==> config.mk <==
export PLATFORM = sky130hd
export DESIGN_NAME = fast_control_seq_flat
export DESIGN_NICKNAME = d
export VERILOG_FILES = /design/src/rtl/fast_control_seq_pkg.sv /design/src/rtl/fast_control_seq_if.sv /design/src/rtl/fc_calib_seq.sv /design/src/rtl/hamming84_enc.sv /design/src/rtl/fast_control_seq.sv /design/src/flat_wrapper.sv
export SDC_FILE = /design/constraint.sdc
export NUM_CORES = 1
export LEC_CHECK = 0
export ABC_CLOCK_PERIOD_IN_PS = 7100
export BUFFER_PORTS_ARGS = -buffer_cell sky130_fd_sc_hd__buf_4
export CAP_MARGIN = 20
export CORE_MARGIN = 2
export CORE_UTILIZATION = 60
export DETAILED_ROUTE_END_ITERATION = 6
export GPL_TIMING_DRIVEN = 0
export HOLD_SLACK_MARGIN = 0.02
export PLACE_DENSITY = 0.93
export SYNTH_ARGS = -nofsm -noshare
export SYNTH_HDL_FRONTEND = slang
export SYNTH_SLANG_ARGS = --single-unit
==> constraint.sdc <==
create_clock -name clk_bx -period 7.1 [get_ports clk_bx]
set_input_delay 1.065 -clock clk_bx [delete_from_list [all_inputs] [get_ports clk_bx]]
set_output_delay 1.065 -clock clk_bx [all_outputs]
set_load 0.02 [all_outputs]
==> src/rtl/fast_control_seq_pkg.sv <==
// Shared constants and types for the fast-control generator.
// Holds the bit positions in the fast-control word and the calibration sequencer states.
package fast_control_pkg;

  // Bit positions within the fast-control word
  localparam int unsigned FC_BCR          = 0;
  localparam int unsigned FC_L1A          = 1;
  localparam int unsigned FC_LINK_RESET   = 2;
  localparam int unsigned FC_BUFFER_CLEAR = 3;
  localparam int unsigned FC_STATIC0      = 4;
  localparam int unsigned FC_CALIB        = 5;
  localparam int unsigned FC_STATIC_HI    = 6;

  // Calibration sequencer states
  typedef enum logic [1:0] {
    IDLE  = 2'd0,
    PULSE = 2'd1,
    WAIT  = 2'd2,
    FIRE  = 2'd3
  } calib_state_e;

endpackage

==> src/rtl/fast_control_seq_if.sv <==
// Control and status bundle between the register front-end and the fast-control generator.
// Every signal is synchronous to clk_bx.
// The request inputs (l1a_req, link_reset_req, buffer_clear_req, calib_req) are
// single-cycle strobes. There is no valid/ready backpressure: the generator takes
// a strobe on the edge where it is high and never stalls the producer. Status
// outputs are registered and valid on every cycle.
interface fast_control_seq_if #(
  parameter int NUM_CMD   = 8,
  parameter int ORB_W     = 12,
  parameter int CAL_OFS_W = 8,
  parameter int CAL_LEN_W = 4,
  parameter int PER_W     = 16
);
  logic [ORB_W-1:0]     orb_length;
  logic                 l1a_req;
  logic                 link_reset_req;
  logic                 buffer_clear_req;
  logic                 calib_req;
  logic [CAL_LEN_W-1:0] calib_len;
  logic [CAL_OFS_W-1:0] calib_offset;
  logic                 periodic_en;
  logic [PER_W-1:0]     periodic_period;
  logic [7:0]           l1a_holdoff;
  logic                 sync_en;
  logic [ORB_W-1:0]     sync_bx;
  logic [NUM_CMD-6:0]   static_bits;
  logic [2*NUM_CMD-1:0] fc_stream_enc;
  logic [ORB_W-1:0]     bx_count;
  logic [31:0]          l1a_count;
  logic [15:0]          l1a_dropped;
  logic                 calib_busy;

  modport master (
    output orb_length, l1a_req, link_reset_req, buffer_clear_req, calib_req,
           calib_len, calib_offset, periodic_en, periodic_period, l1a_holdoff,
           sync_en, sync_bx, static_bits,
    input  fc_stream_enc, bx_count, l1a_count, l1a_dropped, calib_busy
  );

  modport slave (
    input  orb_length, l1a_req, link_reset_req, buffer_clear_req, calib_req,
           calib_len, calib_offset, periodic_en, periodic_period, l1a_holdoff,
           sync_en, sync_bx, static_bits,
    output fc_stream_enc, bx_count, l1a_count, l1a_dropped, calib_busy
  );
endinterface

==> src/rtl/fc_calib_seq.sv <==
// Calibration sequencer.
// Raises the CALIB pulse for max(calib_len,1) BX, then fires one L1A candidate
// calib_offset BX after the pulse started. An offset of 0 means no L1A is fired.
module fc_calib_seq
  import fast_control_pkg::*;
#(
  parameter int CAL_OFS_W = 8,
  parameter int CAL_LEN_W = 4
) (
  input  logic                 clk_bx,
  input  logic                 reset,
  input  logic                 calib_req,
  input  logic [CAL_LEN_W-1:0] calib_len,
  input  logic [CAL_OFS_W-1:0] calib_offset,
  output logic                 calib_pulse,
  output logic                 calib_fire,
  output calib_state_e         state_o
);
  calib_state_e         state_q, state_d;
  logic [CAL_LEN_W-1:0] pulse_cnt_q, pulse_cnt_d;
  logic [CAL_OFS_W-1:0] ofs_cnt_q, ofs_cnt_d;

  // State and counter registers
  always_ff @(posedge clk_bx) begin
    if (reset) begin
      state_q     <= IDLE;
      pulse_cnt_q <= '0;
      ofs_cnt_q   <= '0;
    end else begin
      state_q     <= state_d;
      pulse_cnt_q <= pulse_cnt_d;
      ofs_cnt_q   <= ofs_cnt_d;
    end
  end

  // Next state, counters and pulse/fire outputs. The offset counter runs in parallel
  // with the pulse counter, so FIRE can preempt the tail of a long pulse.
  always_comb begin
    state_d     = state_q;
    pulse_cnt_d = pulse_cnt_q;
    ofs_cnt_d   = ofs_cnt_q;
    calib_pulse = 1'b0;
    calib_fire  = 1'b0;
    case (state_q)
      IDLE: begin
        if (calib_req) begin
          state_d     = PULSE;
          pulse_cnt_d = (calib_len == '0) ? CAL_LEN_W'(1) : calib_len;
          ofs_cnt_d   = calib_offset;
        end
      end
      PULSE: begin
        calib_pulse = (pulse_cnt_q != '0);
        if (pulse_cnt_q != '0) pulse_cnt_d = pulse_cnt_q - CAL_LEN_W'(1);
        if (ofs_cnt_q != '0) ofs_cnt_d = ofs_cnt_q - CAL_OFS_W'(1);
        if (ofs_cnt_q == CAL_OFS_W'(1)) state_d = FIRE;
        else if (pulse_cnt_q <= CAL_LEN_W'(1)) state_d = (ofs_cnt_q == '0) ? IDLE : WAIT;
      end
      WAIT: begin
        if (ofs_cnt_q != '0) ofs_cnt_d = ofs_cnt_q - CAL_OFS_W'(1);
        if (ofs_cnt_q == CAL_OFS_W'(1)) state_d = FIRE;
        else if (ofs_cnt_q == '0) state_d = IDLE;
      end
      FIRE: begin
        calib_fire  = 1'b1;
        state_d     = IDLE;
        pulse_cnt_d = '0;
        ofs_cnt_d   = '0;
      end
      default: state_d = IDLE;
    endcase
  end

  assign state_o = state_q;
endmodule

==> src/rtl/hamming84_enc.sv <==
// Hamming(8,4) SECDED encoder for one nibble.
// Byte layout: bit j holds codeword position j+1. Parity bits sit at positions 1, 2 and 4,
// data bits d0..d3 sit at positions 3, 5, 6 and 7, and bit 7 is overall even parity.
module hamming84_enc (
  input  logic [3:0] data_i,
  output logic [7:0] code_o
);
  logic       p1;
  logic       p2;
  logic       p4;
  logic [6:0] c7;

  // Compute the three Hamming parities, then add overall parity on top
  always_comb begin
    p1     = data_i[0] ^ data_i[1] ^ data_i[3];
    p2     = data_i[0] ^ data_i[2] ^ data_i[3];
    p4     = data_i[1] ^ data_i[2] ^ data_i[3];
    c7     = {data_i[3], data_i[2], data_i[1], p4, data_i[0], p2, p1};
    code_o = {^c7, c7};
  end
endmodule

==> src/rtl/fast_control_seq.sv <==
// Fast-control generator for the pflink fabric, entirely in the clk_bx domain.
// Builds one command word per BX (BCR, L1A, link reset, buffer clear, calib, static bits)
// and drives it Hamming(8,4)-encoded. A request sampled at t appears in the word at t+1
// and on fc_stream_enc at t+2.
module fast_control_seq
  import fast_control_pkg::*;
#(
  parameter int NUM_CMD   = 8,
  parameter int ORB_W     = 12,
  parameter int CAL_OFS_W = 8,
  parameter int CAL_LEN_W = 4,
  parameter int PER_W     = 16
) (
  input  logic              clk_bx,
  input  logic              reset,
  fast_control_seq_if.slave bus
);
  logic [ORB_W-1:0]     bx_count_q, bx_count_d;
  logic [ORB_W:0]       bx_inc;
  logic [PER_W-1:0]     per_cnt_q, per_cnt_d, per_last;
  logic                 per_tick;
  logic [7:0]           holdoff_q, holdoff_d;
  logic [31:0]          l1a_count_q, l1a_count_d;
  logic [15:0]          l1a_dropped_q, l1a_dropped_d;
  logic                 l1a_cand, l1a_issue;
  logic                 lr_pend_q, lr_pend_d, bc_pend_q, bc_pend_d;
  logic                 lr_fire, bc_fire;
  logic [NUM_CMD-1:0]   fc_word_q, fc_word_d;
  logic [2*NUM_CMD-1:0] fc_stream_enc_q, fc_stream_enc_d;
  logic                 calib_pulse, calib_fire;
  calib_state_e         calib_state;

  fc_calib_seq #(
    .CAL_OFS_W (CAL_OFS_W),
    .CAL_LEN_W (CAL_LEN_W)
  ) u_calib (
    .clk_bx       (clk_bx),
    .reset        (reset),
    .calib_req    (bus.calib_req),
    .calib_len    (bus.calib_len),
    .calib_offset (bus.calib_offset),
    .calib_pulse  (calib_pulse),
    .calib_fire   (calib_fire),
    .state_o      (calib_state)
  );

  // All sequential state of the generator
  always_ff @(posedge clk_bx) begin
    if (reset) begin
      bx_count_q      <= '0;
      per_cnt_q       <= '0;
      holdoff_q       <= '0;
      l1a_count_q     <= '0;
      l1a_dropped_q   <= '0;
      lr_pend_q       <= 1'b0;
      bc_pend_q       <= 1'b0;
      fc_word_q       <= '0;
      fc_stream_enc_q <= '0;
    end else begin
      bx_count_q      <= bx_count_d;
      per_cnt_q       <= per_cnt_d;
      holdoff_q       <= holdoff_d;
      l1a_count_q     <= l1a_count_d;
      l1a_dropped_q   <= l1a_dropped_d;
      lr_pend_q       <= lr_pend_d;
      bc_pend_q       <= bc_pend_d;
      fc_word_q       <= fc_word_d;
      fc_stream_enc_q <= fc_stream_enc_d;
    end
  end

  // Orbit counter (>= so a shortened orbit wraps at once) and periodic L1A tick
  always_comb begin
    bx_inc     = {1'b0, bx_count_q} + (ORB_W+1)'(1);
    bx_count_d = (bx_inc >= {1'b0, bus.orb_length}) ? '0 : bx_inc[ORB_W-1:0];
    per_last   = (bus.periodic_period == '0) ? '0 : bus.periodic_period - PER_W'(1);
    per_tick   = bus.periodic_en && (per_cnt_q == per_last);
    per_cnt_d  = (!bus.periodic_en || per_tick) ? '0 : per_cnt_q + PER_W'(1);
  end

  // L1A arbitration: merge candidates, apply holdoff, count issued and dropped
  always_comb begin
    l1a_cand      = bus.l1a_req | per_tick | calib_fire;
    l1a_issue     = l1a_cand && (holdoff_q == '0);
    holdoff_d     = holdoff_q;
    l1a_count_d   = l1a_count_q;
    l1a_dropped_d = l1a_dropped_q;
    if (l1a_issue) begin
      holdoff_d   = bus.l1a_holdoff;
      l1a_count_d = l1a_count_q + 32'd1;
    end else if (holdoff_q != '0) begin
      holdoff_d = holdoff_q - 8'd1;
    end
    if (l1a_cand && (holdoff_q != '0) && (l1a_dropped_q != 16'hFFFF))
      l1a_dropped_d = l1a_dropped_q + 16'd1;
  end

  // Link reset / buffer clear: immediate, or held pending until the sync BX slot
  always_comb begin
    lr_fire   = bus.sync_en ? (lr_pend_q && (bx_count_q == bus.sync_bx))
                            : (lr_pend_q || bus.link_reset_req);
    bc_fire   = bus.sync_en ? (bc_pend_q && (bx_count_q == bus.sync_bx))
                            : (bc_pend_q || bus.buffer_clear_req);
    lr_pend_d = (lr_pend_q || bus.link_reset_req) && !lr_fire;
    bc_pend_d = (bc_pend_q || bus.buffer_clear_req) && !bc_fire;
  end

  // Assemble the next command word
  always_comb begin
    fc_word_d                           = '0;
    fc_word_d[FC_BCR]                   = (bx_count_q == '0);
    fc_word_d[FC_L1A]                   = l1a_issue;
    fc_word_d[FC_LINK_RESET]            = lr_fire;
    fc_word_d[FC_BUFFER_CLEAR]          = bc_fire;
    fc_word_d[FC_STATIC0]               = bus.static_bits[0];
    fc_word_d[FC_CALIB]                 = calib_pulse;
    fc_word_d[NUM_CMD-1:FC_STATIC_HI]   = bus.static_bits[NUM_CMD-6:1];
  end

  // One encoder per nibble: nibble k of the word becomes byte k of the stream
  for (genvar k = 0; k < NUM_CMD/4; k++) begin : g_enc
    hamming84_enc u_enc (
      .data_i (fc_word_q[4*k +: 4]),
      .code_o (fc_stream_enc_d[8*k +: 8])
    );
  end

  assign bus.fc_stream_enc = fc_stream_enc_q;
  assign bus.bx_count      = bx_count_q;
  assign bus.l1a_count     = l1a_count_q;
  assign bus.l1a_dropped   = l1a_dropped_q;
  assign bus.calib_busy    = (calib_state != IDLE);
endmodule

==> src/flat_wrapper.sv <==
// flat-port wrapper written by rule: the top's interface ports become plain ports
module fast_control_seq_flat import fast_control_pkg::*;
#(
  parameter int NUM_CMD   = 8,
  parameter int ORB_W     = 12,
  parameter int CAL_OFS_W = 8,
  parameter int CAL_LEN_W = 4,
  parameter int PER_W     = 16
)
  (clk_bx, reset, bus_orb_length, bus_l1a_req, bus_link_reset_req, bus_buffer_clear_req, bus_calib_req, bus_calib_len, bus_calib_offset, bus_periodic_en, bus_periodic_period, bus_l1a_holdoff, bus_sync_en, bus_sync_bx, bus_static_bits, bus_fc_stream_enc, bus_bx_count, bus_l1a_count, bus_l1a_dropped, bus_calib_busy);
  fast_control_seq_if #(.NUM_CMD(NUM_CMD), .ORB_W(ORB_W), .CAL_OFS_W(CAL_OFS_W), .CAL_LEN_W(CAL_LEN_W), .PER_W(PER_W)) bus_i ();
  input  logic clk_bx;
  input  logic reset;
  input wire logic [$bits(bus_i.orb_length)-1:0] bus_orb_length;
  input wire logic [$bits(bus_i.l1a_req)-1:0] bus_l1a_req;
  input wire logic [$bits(bus_i.link_reset_req)-1:0] bus_link_reset_req;
  input wire logic [$bits(bus_i.buffer_clear_req)-1:0] bus_buffer_clear_req;
  input wire logic [$bits(bus_i.calib_req)-1:0] bus_calib_req;
  input wire logic [$bits(bus_i.calib_len)-1:0] bus_calib_len;
  input wire logic [$bits(bus_i.calib_offset)-1:0] bus_calib_offset;
  input wire logic [$bits(bus_i.periodic_en)-1:0] bus_periodic_en;
  input wire logic [$bits(bus_i.periodic_period)-1:0] bus_periodic_period;
  input wire logic [$bits(bus_i.l1a_holdoff)-1:0] bus_l1a_holdoff;
  input wire logic [$bits(bus_i.sync_en)-1:0] bus_sync_en;
  input wire logic [$bits(bus_i.sync_bx)-1:0] bus_sync_bx;
  input wire logic [$bits(bus_i.static_bits)-1:0] bus_static_bits;
  output wire logic [$bits(bus_i.fc_stream_enc)-1:0] bus_fc_stream_enc;
  output wire logic [$bits(bus_i.bx_count)-1:0] bus_bx_count;
  output wire logic [$bits(bus_i.l1a_count)-1:0] bus_l1a_count;
  output wire logic [$bits(bus_i.l1a_dropped)-1:0] bus_l1a_dropped;
  output wire logic [$bits(bus_i.calib_busy)-1:0] bus_calib_busy;
  assign bus_i.orb_length = bus_orb_length;
  assign bus_i.l1a_req = bus_l1a_req;
  assign bus_i.link_reset_req = bus_link_reset_req;
  assign bus_i.buffer_clear_req = bus_buffer_clear_req;
  assign bus_i.calib_req = bus_calib_req;
  assign bus_i.calib_len = bus_calib_len;
  assign bus_i.calib_offset = bus_calib_offset;
  assign bus_i.periodic_en = bus_periodic_en;
  assign bus_i.periodic_period = bus_periodic_period;
  assign bus_i.l1a_holdoff = bus_l1a_holdoff;
  assign bus_i.sync_en = bus_sync_en;
  assign bus_i.sync_bx = bus_sync_bx;
  assign bus_i.static_bits = bus_static_bits;
  assign bus_fc_stream_enc = bus_i.fc_stream_enc;
  assign bus_bx_count = bus_i.bx_count;
  assign bus_l1a_count = bus_i.l1a_count;
  assign bus_l1a_dropped = bus_i.l1a_dropped;
  assign bus_calib_busy = bus_i.calib_busy;
  fast_control_seq #(.NUM_CMD(NUM_CMD), .ORB_W(ORB_W), .CAL_OFS_W(CAL_OFS_W), .CAL_LEN_W(CAL_LEN_W), .PER_W(PER_W)) u_core (.clk_bx(clk_bx), .reset(reset), .bus(bus_i));
endmodule
# [After elaboration in Yosys (flattened, before gate mapping)]
# Cells that the tools add are included.
[word_totals] register_bits=124 output_inout_bits=77 word_cells=105
[op_classes] n_addsub=8 order_cmp=2 mux=20 reduce_logical=35 bitwise_logic=15 eq_ne=12
[ops] operator="16-bit by 1-bit adder with 16-bit output (second input constant)" count=2
[ops] operator="32-bit by 1-bit adder with 32-bit output (second input constant)" count=1
[ops] operator="8-bit two-way mux" count=4
[ops] operator="8-bit case mux with 3 select lines" count=1
[ops] operator="16-bit equality test" count=1
[ops] operator="16-bit zero test" count=1
[ops] operator="8-bit zero test" count=2
[ops] operator="16-bit two-way mux" count=1
[ops] operator="16-bit != test (second input constant)" count=1
[ops] operator="8-bit nonzero test" count=2
[ops] operator="16-bit by 1-bit subtractor with 16-bit output (second input constant)" count=1
[ops] operator="8-bit by 1-bit subtractor with 8-bit output (second input constant)" count=2
[ops] operator="7-bit XOR reduction" count=2
[ops] operator="12-bit by 1-bit adder with 13-bit output (second input constant)" count=1
[ops] operator="13-bit by 12-bit greater-or-equal comparator with 1-bit output" count=1
[ops] operator="12-bit equality test" count=1
[ops] operator="12-bit zero test" count=1
[ops] operator="2-bit two-way mux" count=6
[ops] operator="4-bit two-way mux" count=3
[ops] operator="4-bit case mux with 3 select lines" count=1
[ops] operator="1-bit bitwise XOR" count=12
[ops] operator="8-bit by 1-bit equality test with 1-bit output (second input constant)" count=1
[ops] operator="1-bit logical AND" count=8
[ops] operator="2-bit case mux with 4 select lines" count=1
[ops] operator="20 further kinds" count=35

# [Longest topological paths before layout]
[logic_depth] word_depth=8 ltp_mapped=13

# [Hierarchy]
# Synthesis repeated with hierarchy kept, for this count alone.
[hier_totals] hier_cells=877 hier_area_um2=7295.7
[modules_own_cells] module="fast_control_seq" n_inst=1 seq_area_each_um2=2202.1 cells_each=716 area_per_inst_um2=5896.9
[modules_own_cells] module="fc_calib_seq" n_inst=1 seq_area_each_um2=280.3 cells_each=139 area_per_inst_um2=1088.5
[modules_own_cells] module="hamming84_enc" n_inst=2 seq_area_each_um2=0.0 cells_each=11 area_per_inst_um2=155.1

# [Worst setup path after synthesis]
# No wires, ideal clock.
[synth_timing] path_type="in2reg" from="input port bus_periodic_period[0]" to="register u_core.l1a_count_q[21] (netlist: u_core.bus.l1a_count[21])" path_buffers=0 setup_slack_ps=3044 arrival_time_ps=3932 required_ps=6977 stages=11 path_cell_list="inv_1 > ha_1 > or3b_2 > nor4_1 > mux2i_1 > xnor2_1 > or3_1 > nor4_2 > a41oi_2 > nor4_1 > mux2_1"
[synth_between] elab_chain_cells=7 elab_cells_between_ends=8 classes_between="add/sub: 1; eq/ne: 1; mux: 1; bitwise: 2; reduce/logical: 3"
[synth_lines] element="start, declared" line="flat_wrapper.sv:22" rtl="input wire logic [$bits(bus_i.periodic_period)-1:0] bus_periodic_period;"
[synth_lines] element="16-bit by 1-bit subtractor with 16-bit output / 16-bit zero test (equally long branches)" line="fast_control_seq.sv:76" rtl="per_last = (bus.periodic_period == '0) ? '0 : bus.periodic_period - PER_W'(1);"
[synth_lines] element="16-bit two-way mux *" line="fast_control_seq.sv:76"
[synth_lines] element="16-bit equality test *" line="fast_control_seq.sv:77" rtl="per_tick = bus.periodic_en && (per_cnt_q == per_last);"
[synth_lines] element="1-bit logical AND *" line="fast_control_seq.sv:77"
[synth_lines] element="1-bit OR * (2 in series)" line="fast_control_seq.sv:83" rtl="l1a_cand = bus.l1a_req | per_tick | calib_fire;"
[synth_lines] element="1-bit logical AND *" line="fast_control_seq.sv:84" rtl="l1a_issue = l1a_cand && (holdoff_q == '0);"
[synth_lines] element="end signal, assigned" line="fast_control_seq.sv:63" rtl="l1a_count_q <= l1a_count_d;"
[synth_lines] element="end, declared" line="fast_control_seq.sv:23" rtl="logic [31:0] l1a_count_q, l1a_count_d;"
# Mark *: on every way between the ends. The rest lies on a longest branch, timed or not.
# A chain may end at the register's enable or synchronous reset.

# [Worst setup path after layout]
# Same ends and word-level chain as after synthesis.

==> results.sh <==
export IMPL_vias=7386
export IMPL_cts_max_path_buffers=2
export IMPL_worst_slack_ps=2680
export IMPL_worstPathMaxFanout=8
export IMPL_pre_cts_slack_ps=2380
export IMPL_fp_dieW_um=114
export IMPL_die_h_um=114
export IMPL_clockPowerShare_pct=34.5
export IMPL_cp_end_kind="register"
export IMPL_fin_setup_tns_ps=0
export IMPL_pin_count=148
export IMPL_synthArstFlopShare_pct=0
export IMPL_drive_gt1_share_pct=20.3
export IMPL_p_leak_nw=3.70
export IMPL_synth_edf_count=0
export IMPL_grt_use_total_pct=31.2
export IMPL_syn_inst=877
export IMPL_die_area_sq_mm=0.0130
export IMPL_report_final_slew_viol_count=0
export IMPL_grt_pass1_vias=6827
export IMPL_finalPower_w=0.00250
export IMPL_layout_common_cells="144 x buf_4, 124 x dfxtp_1, 91 x nor2_1"
export IMPL_reg2reg_from="u_core.bus.bx_count[2]$_SDFF_PP0_"
export IMPL_status="completed"
export IMPL_ys_flop_type="dfxtp_1"
export IMPL_p_per_area_mw_per_mm2=275
export IMPL_finalClockSkew_ps=5.87
export IMPL_grt_pass1_wl_mm=32.5
export IMPL_multiInputGateArea_sq_mm=0.00439
export IMPL_fin_crit_sh_pct=62.2
export IMPL_swShare_pct=33.9
export IMPL_cts_sinks=124
export IMPL_fmax_mhz=227
export IMPL_p_int_w=0.00165
export IMPL_dr_first_iter_drc_count=716
export IMPL_root_buffer="clkbuf_16"
export IMPL_sequentialPowerShare_pct=34.3
export IMPL_fin_cells=1197
export IMPL_cts_tree="built"
export IMPL_synth_area_sq_mm=0.00724
export IMPL_arrival_ps=4720
export IMPL_finalHoldViolations=0
export IMPL_startpoint_type="input port"
export IMPL_power_switching_w=0.000845
export IMPL_nFillCells=841
export IMPL_setup_viol=0
export IMPL_ys_ff_latch=124
export IMPL_peakVddDrop_v=0.000171
export IMPL_drc_errors=0
export IMPL_dp_cells=1167
export IMPL_final_nets=1138
export IMPL_portBuffers=143
export IMPL_drt_pre_antenna_iters=5
export IMPL_min_path_type="reg2reg"
export IMPL_min_path_cells=2
export IMPL_seq_area_frac_synth_pct=34.3
export IMPL_maxCapViolations=0
export IMPL_hold_ws_ps=497
export IMPL_numCtsBuffers=17
export IMPL_ff2ff_path_depth=12
export IMPL_syn_to_final_growth_pct=25.5
export IMPL_cts_htree_levels=4
export IMPL_synth_nets=976
export IMPL_avgViaCountPerCell=6.17
export IMPL_core_sq_mm=0.0119
export IMPL_rsz0062_at_grt="no"
export IMPL_dp_hpwl_mm=14.2
export IMPL_insertion_delay_ps=420
export IMPL_initial_utilization_pct=60.8
export IMPL_period_needed_ps=4420
export IMPL_postCtsSetupRepairBufs=0
export IMPL_synth_cell_types=73
export IMPL_ant_nets=0
export IMPL_path_class="in2reg"
export IMPL_postCtsHoldBufs=0
export IMPL_yosysWarnings=0
export IMPL_overflow=0
export IMPL_worst_r2r_endpoint="u_core.bus.bx_count[6]$_SDFF_PP0_"
export IMPL_place_congestion=0.949
export IMPL_mostFrequentLayoutCell="buf_4"
export IMPL_rows=40
export IMPL_grt_max_degree=17
export IMPL_clkTransAtPathRegs_ps=50
export IMPL_r2r_setup_slack_ps=3810
export IMPL_drt_wl_total_mm=20.2
export IMPL_seqCellArea_sq_mm=0.00248
export IMPL_antenna_cells=0
export IMPL_antenna_found_initial=0
export IMPL_relSlewSlack_pct=56.4
export IMPL_cts_resized=0
export IMPL_power_frac_comb_pct=31.2
export IMPL_avgSynthCellArea_sq_um=8.26
export IMPL_avgRoutedWirePerCell_um=16.9
export IMPL_cp_required_ps=7410
export IMPL_worstMarginPinSlew_ps=648
export IMPL_timing_hold_worst_start="u_core.u_calib.state_o[1]$_SDFFE_PP0P_"
export IMPL_min_to="u_core.u_calib.state_o[1]$_SDFFE_PP0P_"
==> power by group through the flow <==
stage	logic (W)	clock network [W]	registers [W]
2_1_floorplan	0.000528	0	0.000876
3_3_place_gp	0.000739	0	0.000862
3_5_place_dp	0.000759	0	0.000865
4_1_cts	0.000769	0.000866	0.000853
5_1_grt	0.000870	0.000896	0.000865
6_report	0.000778	0.000862	0.000856
==> routing by layer <==
metal,vias to the layer above,global-route usage [%],wire length (um)
met5,-,0,0
met1,3434,38.4,8110
met3,61,6.59,1630
li1,3511,-,-
met2,380,52.3,9850
met4,0,14.3,624
==> sequential cells by signal (all words and copies together) (netlist names) <==
name and count:
u_core.bus.l1a_dropped 16, u_core.lr_pend_q 1, u_core.holdoff_q 8, u_core.fc_word_q 8
u_core.bus.fc_stream_enc 16, u_core.u_calib.ofs_cnt_q 8, u_core.u_calib.state_o 2, u_core.bus.bx_count 12
u_core.u_calib.pulse_cnt_q 4, u_core.bus.l1a_count 32, u_core.bc_pend_q 1, u_core.per_cnt_q 16
==> layout make-up <==
class / instances / share of cell area, %
well taps: 147 / 2.02
clock buffers: 24 / 5.52
clock inverters: 6 / 0.937
flip-flops and latches: 124 / 27.3
inverters: 37 / 1.53
plain buffers: 48 / 2.48
multi-input cells: 668 / 48.4
repair buffers: 143 / 11.8
==> worst max-delay path, cell delays in order <==
cell and delay (ps):
buf_4 140, inv_1 60, ha_1 270, nor3b_2 520, nand4_1 400, o21ai_1 300
xnor2_1 130, or3_1 390, nor4_2 330, a41oi_2 310, nor4_1 450, mux2_1 350
==> synth_stat cells (10+ instances only) <==
master	count	area, sq um
nand2b_1	12	75.1
a21oi_1	55	275
nor2_1	91	342
o31ai_1	31	233
or3_1	17	106
nand4_1	22	138
a21boi_0	11	82.6
xor2_1	23	201
o21ai_0	25	125
and3_1	23	144
nand2_1	56	210
nor2b_1	20	125
xnor2_1	42	368
nor4_1	12	75.1
inv_1	37	139
clkbuf_1	30	113
or4_1	28	210
nor3_1	16	80.1
dfxtp_1	124	2480
a21o_1	10	75.1
nand3_1	42	210
ha_1	28	350
==> how the worst max path moves through the flow <==
stage | depth (start not counted) | start | endpoint
global placement | 12 | bus_periodic_period[0] | u_core.bus.l1a_count[21]$_SDFFE_PP0P_
CTS | 12 | bus_periodic_period[0] | u_core.bus.l1a_count[21]$_SDFFE_PP0P_
floorplan | 11 | bus_periodic_period[0] | u_core.bus.l1a_count[21]$_SDFFE_PP0P_
finish | 12 | bus_periodic_period[0] | u_core.bus.l1a_count[21]$_SDFFE_PP0P_
detailed placement | 12 | bus_periodic_period[0] | u_core.bus.l1a_count[21]$_SDFFE_PP0P_
global route | 12 | bus_periodic_period[0] | u_core.bus.l1a_count[30]$_SDFFE_PP0P_
==> through the flow <==
step	utilization [%]	area (sq um)
after global routing	76.3	9080
after detailed placement	71.3	8500
final	76.3	9080
after CTS	76.3	9080
after floorplan	-	7240
after global placement	71.3	8500
==> cell families (layout without fill, tap and decap cells) <==
family / Yosys count / after routing / synth area share [%]
flip-flops: 124 / 124 / 34.3
XOR/XNOR: 65 / 65 / 7.86
multiplexers: 15 / 15 / 2.25
AND/OR/NAND/NOR: 370 / 370 / 27.9
buffers and inverters: 85 / 258 / 5.03
adder cells (fa/ha/maj): 28 / 28 / 4.84
AO/OA/AOI/OAI: 190 / 190 / 17.9
Note: power is estimated with default switching activity, not from simulation.
